### src/rtl/seq_divider_pkg.sv
// Shared datapath definitions for the sequential divider and its control hooks.
// Latency: n/a (types and constants only).
// Backpressure: n/a.
//
// Contents: divider state encoding, default operand width, and the ALU-select
// value the control unit uses to steer a divide into seq_divider.
package seq_divider_pkg;

    // Default operand / quotient / remainder width.
    localparam int DIV_WIDTH = 8;

    // The control unit decodes these encodings directly, so they are fixed.
    typedef enum logic [1:0] {
        ST_IDLE   = 2'b00,
        ST_CALC   = 2'b01,
        ST_FINISH = 2'b10
    } div_state_t;

    // ALU-select value that routes an instruction to the multi-cycle divider
    // instead of the combinational ALU paths.
    localparam logic [3:0] ALU_SEL_DIV = 4'b1011;

endpackage

### src/rtl/div_sub_stage.sv
// Ripple subtractor for one restoring-division step: t = s - {1'b0, d}.
// Latency: combinational.
// Backpressure: none (pure function of its inputs).
//
// Ports:
//   s      in  W+1  partial remainder shifted left with the next dividend bit
//   d      in  W    divisor
//   t      out W+1  difference, modulo 2^(W+1)
//   borrow out 1    high when s < d, i.e. the trial subtraction must be undone

// Single-bit full-adder cell shared with the rest of the datapath.
module full_adder (
    input  logic a,
    input  logic b,
    input  logic cin,
    output logic sum,
    output logic cout
);
    assign sum  = a ^ b ^ cin;
    assign cout = (a & b) | (a & cin) | (b & cin);
endmodule

module div_sub_stage #(
    parameter int W = 8
) (
    input  logic [W:0]   s,
    input  logic [W-1:0] d,
    output logic [W:0]   t,
    output logic         borrow
);

    // Two's-complement subtraction: add the inverted divisor with carry-in 1.
    logic [W:0]   d_inv;
    logic [W+1:0] carry;

    assign d_inv    = ~{1'b0, d};
    assign carry[0] = 1'b1;

    for (genvar i = 0; i <= W; i++) begin : g_bit
        full_adder u_fa (
            .a    (s[i]),
            .b    (d_inv[i]),
            .cin  (carry[i]),
            .sum  (t[i]),
            .cout (carry[i+1])
        );
    end

    // No carry out of the top bit means the unsigned subtraction wrapped.
    assign borrow = ~carry[W+1];

endmodule

### src/rtl/seq_divider.sv
// Multi-cycle unsigned restoring divider, one quotient bit per clock.
// Latency: WIDTH cycles from the accepting edge to done; 1 cycle for divide-by-zero.
// Backpressure: start is ignored while busy; a new request may be accepted in the done cycle.
//
// Ports:
//   clk          in   1      rising-edge clock
//   rst_n        in   1      asynchronous active-low reset
//   start        in   1      request strobe, accepted in IDLE or FINISH
//   dividend     in   WIDTH  unsigned dividend, captured on the accepting edge
//   divisor      in   WIDTH  unsigned divisor, captured on the accepting edge
//   busy         out  1      high while iterating
//   done         out  1      one-cycle pulse when results are updated
//   quotient     out  WIDTH  result, held until the next request completes
//   remainder    out  WIDTH  result, held until the next request completes
//   div_by_zero  out  1      set with the results when the divisor was zero
module seq_divider
    import seq_divider_pkg::*;
#(
    parameter int WIDTH = DIV_WIDTH
) (
    input  logic             clk,
    input  logic             rst_n,
    input  logic             start,
    input  logic [WIDTH-1:0] dividend,
    input  logic [WIDTH-1:0] divisor,
    output logic             busy,
    output logic             done,
    output logic [WIDTH-1:0] quotient,
    output logic [WIDTH-1:0] remainder,
    output logic             div_by_zero
);

    localparam int              CW   = (WIDTH > 2) ? $clog2(WIDTH) : 1;
    localparam logic [CW-1:0]   LAST = CW'(WIDTH - 1);

    div_state_t       state;
    div_state_t       state_nxt;

    logic [WIDTH:0]   r;      // remainder accumulator
    logic [WIDTH-1:0] q;      // dividend shifting out / quotient shifting in
    logic [WIDTH-1:0] d;      // captured divisor
    logic [CW-1:0]    cnt;    // iteration index within CALC

    logic             accept;
    logic             step;
    logic             last_step;

    logic [WIDTH:0]   s_val;
    logic [WIDTH:0]   t_val;
    logic             borrow;
    logic             fits;
    logic [WIDTH:0]   r_step;
    logic [WIDTH-1:0] q_step;

    // r only ever holds a value below d, so its top bit stays zero; it is
    // kept for the full-width accumulator but never feeds the next step.
    logic             unused_r_msb;
    assign unused_r_msb = r[WIDTH];

    // ------------------------------------------------------------------
    // One shift-subtract step
    // ------------------------------------------------------------------
    assign s_val = {r[WIDTH-1:0], q[WIDTH-1]};

    div_sub_stage #(
        .W (WIDTH)
    ) u_sub (
        .s      (s_val),
        .d      (d),
        .t      (t_val),
        .borrow (borrow)
    );

    // Because s < 2*d, the borrow coincides with the sign bit of t.
    assign fits   = ~borrow;
    assign r_step = fits ? t_val : s_val;
    assign q_step = {q[WIDTH-2:0], fits};

    // ------------------------------------------------------------------
    // State machine
    // ------------------------------------------------------------------
    always_ff @(posedge clk or negedge rst_n) begin
        if (!rst_n) begin
            state <= ST_IDLE;
        end else begin
            state <= state_nxt;
        end
    end

    always_comb begin
        state_nxt = state;
        accept    = 1'b0;
        step      = 1'b0;
        last_step = 1'b0;
        case (state)
            ST_IDLE, ST_FINISH: begin
                if (start) begin
                    accept    = 1'b1;
                    // A zero divisor skips the loop and reports immediately.
                    state_nxt = (divisor == '0) ? ST_FINISH : ST_CALC;
                end else begin
                    state_nxt = ST_IDLE;
                end
            end
            ST_CALC: begin
                step = 1'b1;
                if (cnt == LAST) begin
                    last_step = 1'b1;
                    state_nxt = ST_FINISH;
                end
            end
            default: begin
                state_nxt = ST_IDLE;
            end
        endcase
    end

    // Both flags decode the state register directly, so they are glitch-free
    // and have no path from the request inputs.
    assign busy = (state == ST_CALC);
    assign done = (state == ST_FINISH);

    // ------------------------------------------------------------------
    // Working registers
    // ------------------------------------------------------------------
    always_ff @(posedge clk or negedge rst_n) begin
        if (!rst_n) begin
            r   <= '0;
            q   <= '0;
            d   <= '0;
            cnt <= '0;
        end else if (accept) begin
            r   <= '0;
            q   <= dividend;
            d   <= divisor;
            cnt <= '0;
        end else if (step) begin
            r   <= r_step;
            q   <= q_step;
            cnt <= cnt + CW'(1);
        end
    end

    // ------------------------------------------------------------------
    // Result registers: only touched when a request completes, so they
    // hold through the following operation.
    // ------------------------------------------------------------------
    always_ff @(posedge clk or negedge rst_n) begin
        if (!rst_n) begin
            quotient    <= '0;
            remainder   <= '0;
            div_by_zero <= 1'b0;
        end else if (accept && (divisor == '0)) begin
            quotient    <= '1;
            remainder   <= dividend;
            div_by_zero <= 1'b1;
        end else if (last_step) begin
            // Take the post-step values so results land with the FINISH entry.
            quotient    <= q_step;
            remainder   <= r_step[WIDTH-1:0];
            div_by_zero <= 1'b0;
        end
    end

endmodule

### config.mk
export PLATFORM = sky130hd
export DESIGN_NAME = seq_divider
export DESIGN_NICKNAME = d
export VERILOG_FILES = /design/src/rtl/seq_divider_pkg.sv /design/src/rtl/div_sub_stage.sv /design/src/rtl/seq_divider.sv
export SDC_FILE = /design/constraint.sdc
export NUM_CORES = 1
export LEC_CHECK = 0
export ABC_AREA = 1
export CAP_MARGIN = 20
export CORE_MARGIN = 3
export CORE_UTILIZATION = 30
export CTS_CLUSTER_DIAMETER = 200
export CTS_CLUSTER_SIZE = 14
export DETAILED_ROUTE_END_ITERATION = 8
export MAX_ROUTING_LAYER = met4
export SETUP_SLACK_MARGIN = 0.3
export SLEW_MARGIN = 20
export SYNTH_ARGS = -nofsm -noshare
export SYNTH_HDL_FRONTEND = slang
export SYNTH_SLANG_ARGS = --single-unit
export TNS_END_PERCENT = 100
### constraint.sdc
create_clock -name clk -period 10.8 [get_ports clk]
set_input_delay 2.16 -clock clk [delete_from_list [all_inputs] [get_ports clk]]
set_output_delay 2.16 -clock clk [all_outputs]
set_load 0.1 [all_outputs]
==> results.md, run 1 <==
| Step | Parameter | This run |
| --- | --- | --- |
| setup path | Combined buffer and inverter count along the critical path | 2 |
| setup path | Cells along the critical path | inv_1 > ha_1 > inv_1 > fa_1 > fa_1 > fa_1 > fa_1 > fa_1 > fa_1 > fa_1 > nor2_2 > nor2_1 > a21oi_1 > nand2_1 > nand3_1 > nand2_1 |
| drt | Post-Route WL | 5.10 mm |
| setup path | Arrival time at the worst endpoint | 4.94 ns |
| placed design | Number of buffer cells added on primary ports | 37 |
| die | Die Span X | 94.9 microns |
| clock network | Clock insertion delay at the later pin of the skew report | 0.30 ns |
| clock network | Number of CTS-inserted buffers | 5 |
| setup path | Most frequent cell on the critical path | fa_1 |
| global routing | Global-route layer with the greatest usage | met2 |
| synthesis | Avg Cell Area, Syn | 9.01 sq um |
| sta | Remaining max-slew budget at the tightest pin | 34.6% |
| placed design | Post-DP HPWL | 3.61 mm |
| global routing | Met1 capacity usage during global routing | 16.5% |
| global routing | Overflow after GRT | 0 |
| synthesis | Fraction of the yosys area taken by sequential cells | 48.6% |
| drt | Drt drc | 0 |
| global routing | Number of global-route vias before repair | 1800 |
| clock network | Post-CTS setup buffer count | 0 |
| synthesis | Total of flip-flops plus latches after synthesis | 46 |
| flow run | Max-cap violations | 0 |
| final layout | Final nets | 325 |
| synthesis | Cells after Synth | 263 |
| drt | Detailed-routing iteration count for the pre-antenna-repair pass | 4 |
| final layout | Count of inserted antenna diode cells | 0 |
| drt | Post-detailed-route via-to-cell ratio | 4.64 |
| synthesis | Syn. warnings | 0 |
| setup path | Data required time of the worst path | 11.01 ns |
| setup path | Family with the most delay on the worst path | adder cells |
| synthesis | Dominant synthesized flop cell | dfrtp_1 |
| die | Placeable core region | 0.00745 sq mm |
| drt | Count of antenna-violating nets left after detailed routing | 0 |
| status | Run status | complete, no violations |
| final layout | Fraction of final layout cells with drive strength greater than 1 | 8.08% |
| drt | Routed wire per std cell | 12.9 microns |
| sta | Final Cycle Share | 43.8% |
| clock network | CTS max path bufs | 2 |
| setup path | Critical path's slowest cell | nor2_2 |
| final layout | Layout overhead on the synthesized area | 21.0% |
| sta | Final hold viol count | 0 |
| global routing | Maximum number of pins on one net before global-route repair | 47 |
| drt | Count of vias placed by the detailed router | 1838 |
| global routing | Met3 capacity usage during global routing | 3.27% |
| setup path | Worst Setup Path Type | reg2reg |
| synthesis | Syn_nets | 292 |
| drt | Drt initial violations | 97 |
| die | Effective utilization at floorplan | 31.8% |
| clock network | Number of sinks handled by clock tree synthesis | 46 |
| min path | Worst hold path stage count | 1 |
| sta | Number of slew-limit violations in the final report | 0 |
| global routing | Wire length of the first global-routing pass | 8.64 mm |
| die | Die area | 0.00900 sq mm |
| synthesis | Netlist Area Pre-Place | 0.00237 sq mm |
| min path | Worst hold path class | reg2reg |
| clock network | Reg clk slew, reported paths | 0.09 ns |
| synthesis | Number of enable flip-flop cells after synthesis | 0 |
| clock network | Number of levels in the clock H-tree | 2 |
| sta | Setup Skew | 0.0126 ns |
| setup path | Depth of the critical timing path with buffers and inverters included | 16 |
| sta | Total negative slack | 0 ns |
| clock network | TritonCTS clock tree | built |
| sta | Number of failing setup endpoints in the final timing report | 0 |
| setup path | Setup crit start kind | register |
| sta | Peak Freq | 211 MHz |
| sta | Transition time of the tightest slew-check pin | 0.977 ns |
| setup path | Peak per-stage delay on the critical path | 0.49 ns |
| clock network | Clock Root Buffer | clkbuf_8 |
| sta | Unrepaired setup endpoints after global routing | no |
| global routing | Number of antenna violations at the first check in global routing | 0 |
| setup path | Worst setup EP type | register |
| global routing | Total Routing Usage GR | 12.8% |
| synthesis | Unique cell type count in the Yosys netlist | 26 |
| clock network | Post-cts repair resize count | 0 |
| die | I/O pin count | 38 |
| clock network | Hold-fix buffers, CTS | 0 |
| setup path | Crit path max fanout | 18 |
| global routing | Met2 usage | 20.3% |
| die | Standard-cell rows | 31 |
| setup path | Cells on worst reg2reg path | 16 |
| final layout | Fill cell instance count of the final layout | 792 |
| sta | Fin crit period | 4.73 ns |
| die | Die Y | 94.9 microns |
| synthesis | Share of synthesized flip-flops with an asynchronous set or reset | 100% |
| placed design | Routability congestion estimate | 0.814 |
-- layout by cell type, fill, tap and decap left out, drive strengths merged --
cell type | Yosys | layout
clkbuf | 1 | 5
o21ai | 36 | 36
o22ai | 8 | 8
a22o | 2 | 2
inv | 36 | 36
buf | 10 | 1
clkdlybuf4s50 | 0 | 36
nor2 | 10 | 10
o211ai | 1 | 1
clkinvlp | 0 | 1
ha | 3 | 3
nand2 | 68 | 68
fa | 7 | 7
a21oi | 2 | 2
dfrtp | 46 | 46
clkinv | 0 | 2
nand3 | 33 | 33
-- stage by stage --
step | std cells | util (%) | hold WS, ns | area, sq um | setup WS (ns)
after floorplan | 263 | - | 0.448 | 2370 | 6.43
after CTS | 396 | 38.4 | 0.491 | 2860 | 6.06
after detailed placement | 388 | 37.2 | 0.479 | 2770 | 6.08
after global placement | 388 | 37.2 | 0.469 | 2770 | 6.18
after global routing | 396 | 38.5 | 0.516 | 2870 | 5.76
final | 396 | 38.5 | 0.484 | 2870 | 6.07
-- state kept, by name, summed over array words and instances (netlist names) --
register     cells
remainder        8
div_by_zero      1
quotient         8
cnt              3
state            2
r                8
q                8
d                8
-- final timing paths --
kind / start / end / slack, ns
min reg2reg: cnt[0]$_DFFE_PN0P_ / cnt[0]$_DFFE_PN0P_ / 0.48
min: cnt[0]$_DFFE_PN0P_ / cnt[0]$_DFFE_PN0P_ / 0.48
max reg2reg: q[7]$_DFFE_PN0P_ / remainder[0]$_DFFE_PN0P_ / 6.07
max: q[7]$_DFFE_PN0P_ / remainder[0]$_DFFE_PN0P_ / 6.07
min in group asynchronous: rst_n / quotient[2]$_DFFE_PN0P_ / 1.85
max in group asynchronous: rst_n / cnt[1]$_DFFE_PN0P_ / 8.55
-- final cells by class --
class	instances	area (sq um)	share of cell area, %
Multi-Input combinational cell	170	995	34.7
Clock buffer	5	68.8	2.40
Inverter	36	138	4.80
Clock inverter	3	21.3	0.742
Tap cell	99	124	4.32
Sequential cell	46	1150	40.2
Timing Repair Buffer	37	368	12.8
-- per-layer routing --
layer,wire length (microns),vias up
met5,0,-
met4,35,0
met3,271,4
met2,2330,47
met1,2460,871
li1,-,916
-- synthesized netlist by cell type, types with 2 or more instances --
master / instances / area share (%)
o22ai_1: 8 / 2.1
a21oi_1: 2 / 0.42
nor2_1: 5 / 0.79
nand2_1: 62 / 9.8
o21ai_0: 31 / 6.6
fa_1: 7 / 5.9
o21ai_1: 5 / 1.1
dfrtp_1: 46 / 49
buf_6: 3 / 1.4
inv_2: 2 / 0.32
inv_1: 33 / 5.2
nand3_1: 33 / 7.0
nand2_4: 3 / 1.4
ha_1: 3 / 1.6
a22o_1: 2 / 0.74
nor2_2: 3 / 0.79
nand2_8: 2 / 1.7
buf_2: 5 / 1.1
-- logic make-up after synthesis --
group / synth area share (%)
buffers and inverters: 9.40
DFF: 48.6
AOI/OAI and AO/OA: 11.4
adders and majority gates: 7.50
and+or+nand+nor: 23.1
Power of run 1 is left out: the tool's default activity adds up to more than one toggle a clock period on the data nets, which glitch-free logic cannot reach.
==> run 2: changes to the inputs <==
==> constraint.sdc (replaced) <==
create_clock -name clk -period 3.8 [get_ports clk]
set_input_delay 0.76 -clock clk [delete_from_list [all_inputs] [get_ports clk]]
set_output_delay 0.76 -clock clk [all_outputs]
set_load 0.1 [all_outputs]
==> run 2 against run 1 <==
The flow now finishes with violations (setup timing); worst setup slack worse by 6.2 ns; register-to-register slack got worse by 6.2 ns; sequential share of layout area down 4.2 points; die area is the same; global-route usage rose by 0.49 points; fmax grew 22%; non-clock buffer count rose by 12; cell count grew 3.0%; critical endpoint unchanged.
==> results.md, run 2 (synthesized netlist as in run 1, its figures left out) <==
| Step | Parameter | This run |
| --- | --- | --- |
| status | Run status | complete, but fails checks |
| status | Failing checks | setup timing |
| setup path | Family with the most delay on the worst path | adder cells |
| final layout | Layout overhead on the synthesized area | 35.2% |
| sta | Fin crit period | 3.89 ns |
| final layout | Count of inserted antenna diode cells | 0 |
| placed design | Routability congestion estimate | 0.808 |
| sta | Transition time of the tightest slew-check pin | 0.977 ns |
| drt | Post-Route WL | 5.81 mm |
| global routing | Overflow after GRT | 0 |
| setup path | Worst Setup Path Type | reg2reg |
| setup path | Cells along the critical path | inv_2 > ha_4 > inv_2 > fa_2 > fa_2 > fa_2 > fa_2 > fa_2 > fa_2 > fa_2 > nor2_4 > buf_12 > buf_4 > a21oi_2 > nand2_1 > nand3_2 > nand2_1 |
| placed design | Number of buffer cells added on primary ports | 37 |
| setup path | First element of the critical path | q[7]$_DFFE_PN0P_ |
| global routing | Met3 capacity usage during global routing | 3.59% |
| global routing | Total Routing Usage GR | 13.3% |
| final layout | Final nets | 337 |
| final layout | Most frequent cells in the layout | 53 x nand2_1, 46 x dfrtp_1, 35 x clkdlybuf4s50_1 |
| setup path | Crit path max fanout | 8 |
| global routing | Global-route layer with the greatest usage | met2 |
| sta | Setup Skew | 0.0123 ns |
| global routing | Met1 capacity usage during global routing | 16.9% |
| setup path | Arrival time at the worst endpoint | 4.12 ns |
| drt | Drt initial violations | 135 |
| sta | Number of slew-limit violations in the final report | 0 |
| die | I/O pin count | 38 |
| clock network | CTS max path bufs | 2 |
| die | Effective utilization at floorplan | 31.8% |
| global routing | Number of antenna violations at the first check in global routing | 0 |
| setup path | Setup crit start kind | register |
| clock network | Reg clk slew, reported paths | 0.09 ns |
| die | Die area | 0.00900 sq mm |
| setup path | Worst setup path endpoint | remainder[0]$_DFFE_PN0P_ |
| sta | Final Cycle Share | 102% |
| global routing | Number of global-route vias before repair | 1885 |
| setup path | Combined buffer and inverter count along the critical path | 4 |
| clock network | Number of levels in the clock H-tree | 2 |
| die | Die Y | 94.9 microns |
| drt | Count of antenna-violating nets left after detailed routing | 0 |
| placed design | Post-DP HPWL | 3.68 mm |
| setup path | Capture point of the worst reg-to-reg path | remainder[0]$_DFFE_PN0P_ |
| final layout | Leading cell type in the layout, fill and taps excluded | nand2_1 |
| global routing | Maximum number of pins on one net before global-route repair | 47 |
| setup path | Critical path's slowest cell | dfrtp_1 |
| clock network | Number of sinks handled by clock tree synthesis | 46 |
| sta | Number of failing setup endpoints in the final timing report | 13 |
| global routing | Wire length of the first global-routing pass | 9.02 mm |
| setup path | Depth of the critical timing path with buffers and inverters included | 17 |
| sta | Final WS setup | -0.0879 ns |
| setup path | Worst setup EP type | register |
| drt | Drt drc | 0 |
| drt | Count of vias placed by the detailed router | 1913 |
| drt | Detailed-routing iteration count for the pre-antenna-repair pass | 5 |
| setup path | Data required time of the worst path | 4.03 ns |
| clock network | Clock Root Buffer | clkbuf_8 |
| flow run | Max-cap violations | 0 |
| sta | Unrepaired setup endpoints after global routing | yes |
| clock network | Number of CTS-inserted buffers | 5 |
| global routing | Met2 usage | 21.0% |
| die | Die Span X | 94.9 microns |
| final layout | Final design instance area without fill | 0.00320 sq mm |
| final layout | Fraction of final layout cells with drive strength greater than 1 | 23.9% |
| setup path | Reg-to-reg critical path startpoint | q[7]$_DFFE_PN0P_ |
| die | Placeable core region | 0.00745 sq mm |
| sta | Remaining max-slew budget at the tightest pin | 34.6% |
| setup path | Peak per-stage delay on the critical path | 0.40 ns |
| placed design | Area after detailed placement | 0.00284 sq mm |
| clock network | Clock insertion delay at the later pin of the skew report | 0.29 ns |
| clock network | TritonCTS clock tree | built |
| drt | Post-detailed-route via-to-cell ratio | 4.69 |
| setup path | Cells on worst reg2reg path | 17 |
| die | Standard-cell rows | 31 |
| setup path | Reg-to-reg setup timing slack | -0.09 ns |
| min path | Worst hold path class | in2async |
| sta | Peak Freq | 257 MHz |
| setup path | Most frequent cell on the critical path | fa_2 |
| drt | Routed wire per std cell | 14.2 microns |
| final layout | Post-route core utilization | 43.0% |
| sta | Final hold viol count | 0 |
run 2: changes by cell type in the layout (fill, tap and decap cells not counted), moves of 5 or more:
cell	change
fa_2	+7
nand2_4	+5
o22ai_2	+6
o22ai_1	-6
nand2_1	-9
buf_4	+7
o21ai_2	+5
o21ai_0	-9
fa_1	-7
run 2: stage by stage:
stage	hold slack, ns	cells	worst slack (ns)	TNS [ns]
floorplan	0.448	263	0.126	0
global placement	0.467	392	-0.00954	-0.0141
detailed placement	0.473	392	-0.0860	-0.295
CTS	0.485	405	-0.0369	-0.224
global route	0.492	408	-0.214	-2.42
finish	0.463	408	-0.0879	-0.687
run 2: routing by layer:
layer  wire, microns  part of all wire (%)
met5               0                     0
met4              91                   1.6
met3             310                   5.3
met2            2780                    48
met1            2630                    45
run 2: cell type report:
cell class / instances / area, sq um
Fill cell: 728 / 4250
Clock inverter: 1 / 5.00
Tap cell: 99 / 124
Sequential cell: 46 / 1150
Inverter: 36 / 138
Multi-Input combinational cell: 170 / 1200
Clock buffer: 7 / 86.3
Timing Repair Buffer: 49 / 500
run 2: how the worst min path moves through the flow:
stage	start	to	slack (ns)	cells past startpoint
3_5_place_dp	cnt[0]$_DFFE_PN0P_	cnt[0]$_DFFE_PN0P_	0.47	1
5_1_grt	rst_n	quotient[3]$_DFFE_PN0P_	0.49	1
2_1_floorplan	d[0]$_DFFE_PN0P_	d[0]$_DFFE_PN0P_	0.45	2
3_3_place_gp	cnt[0]$_DFFE_PN0P_	cnt[0]$_DFFE_PN0P_	0.47	1
6_report	rst_n	quotient[3]$_DFFE_PN0P_	0.46	1
4_1_cts	cnt[0]$_DFFE_PN0P_	cnt[0]$_DFFE_PN0P_	0.48	1
run 2: what timing repair did:
item	CTS	global route
setup buffers	5	2
hold buffers	0	0
endpoints found under the hold margin	0	0
gates resized for setup	10	43
endpoints found under the setup margin	18	18
pin swaps	0	9
cloned	0	1
Power of run 2 is left out for the same reason.
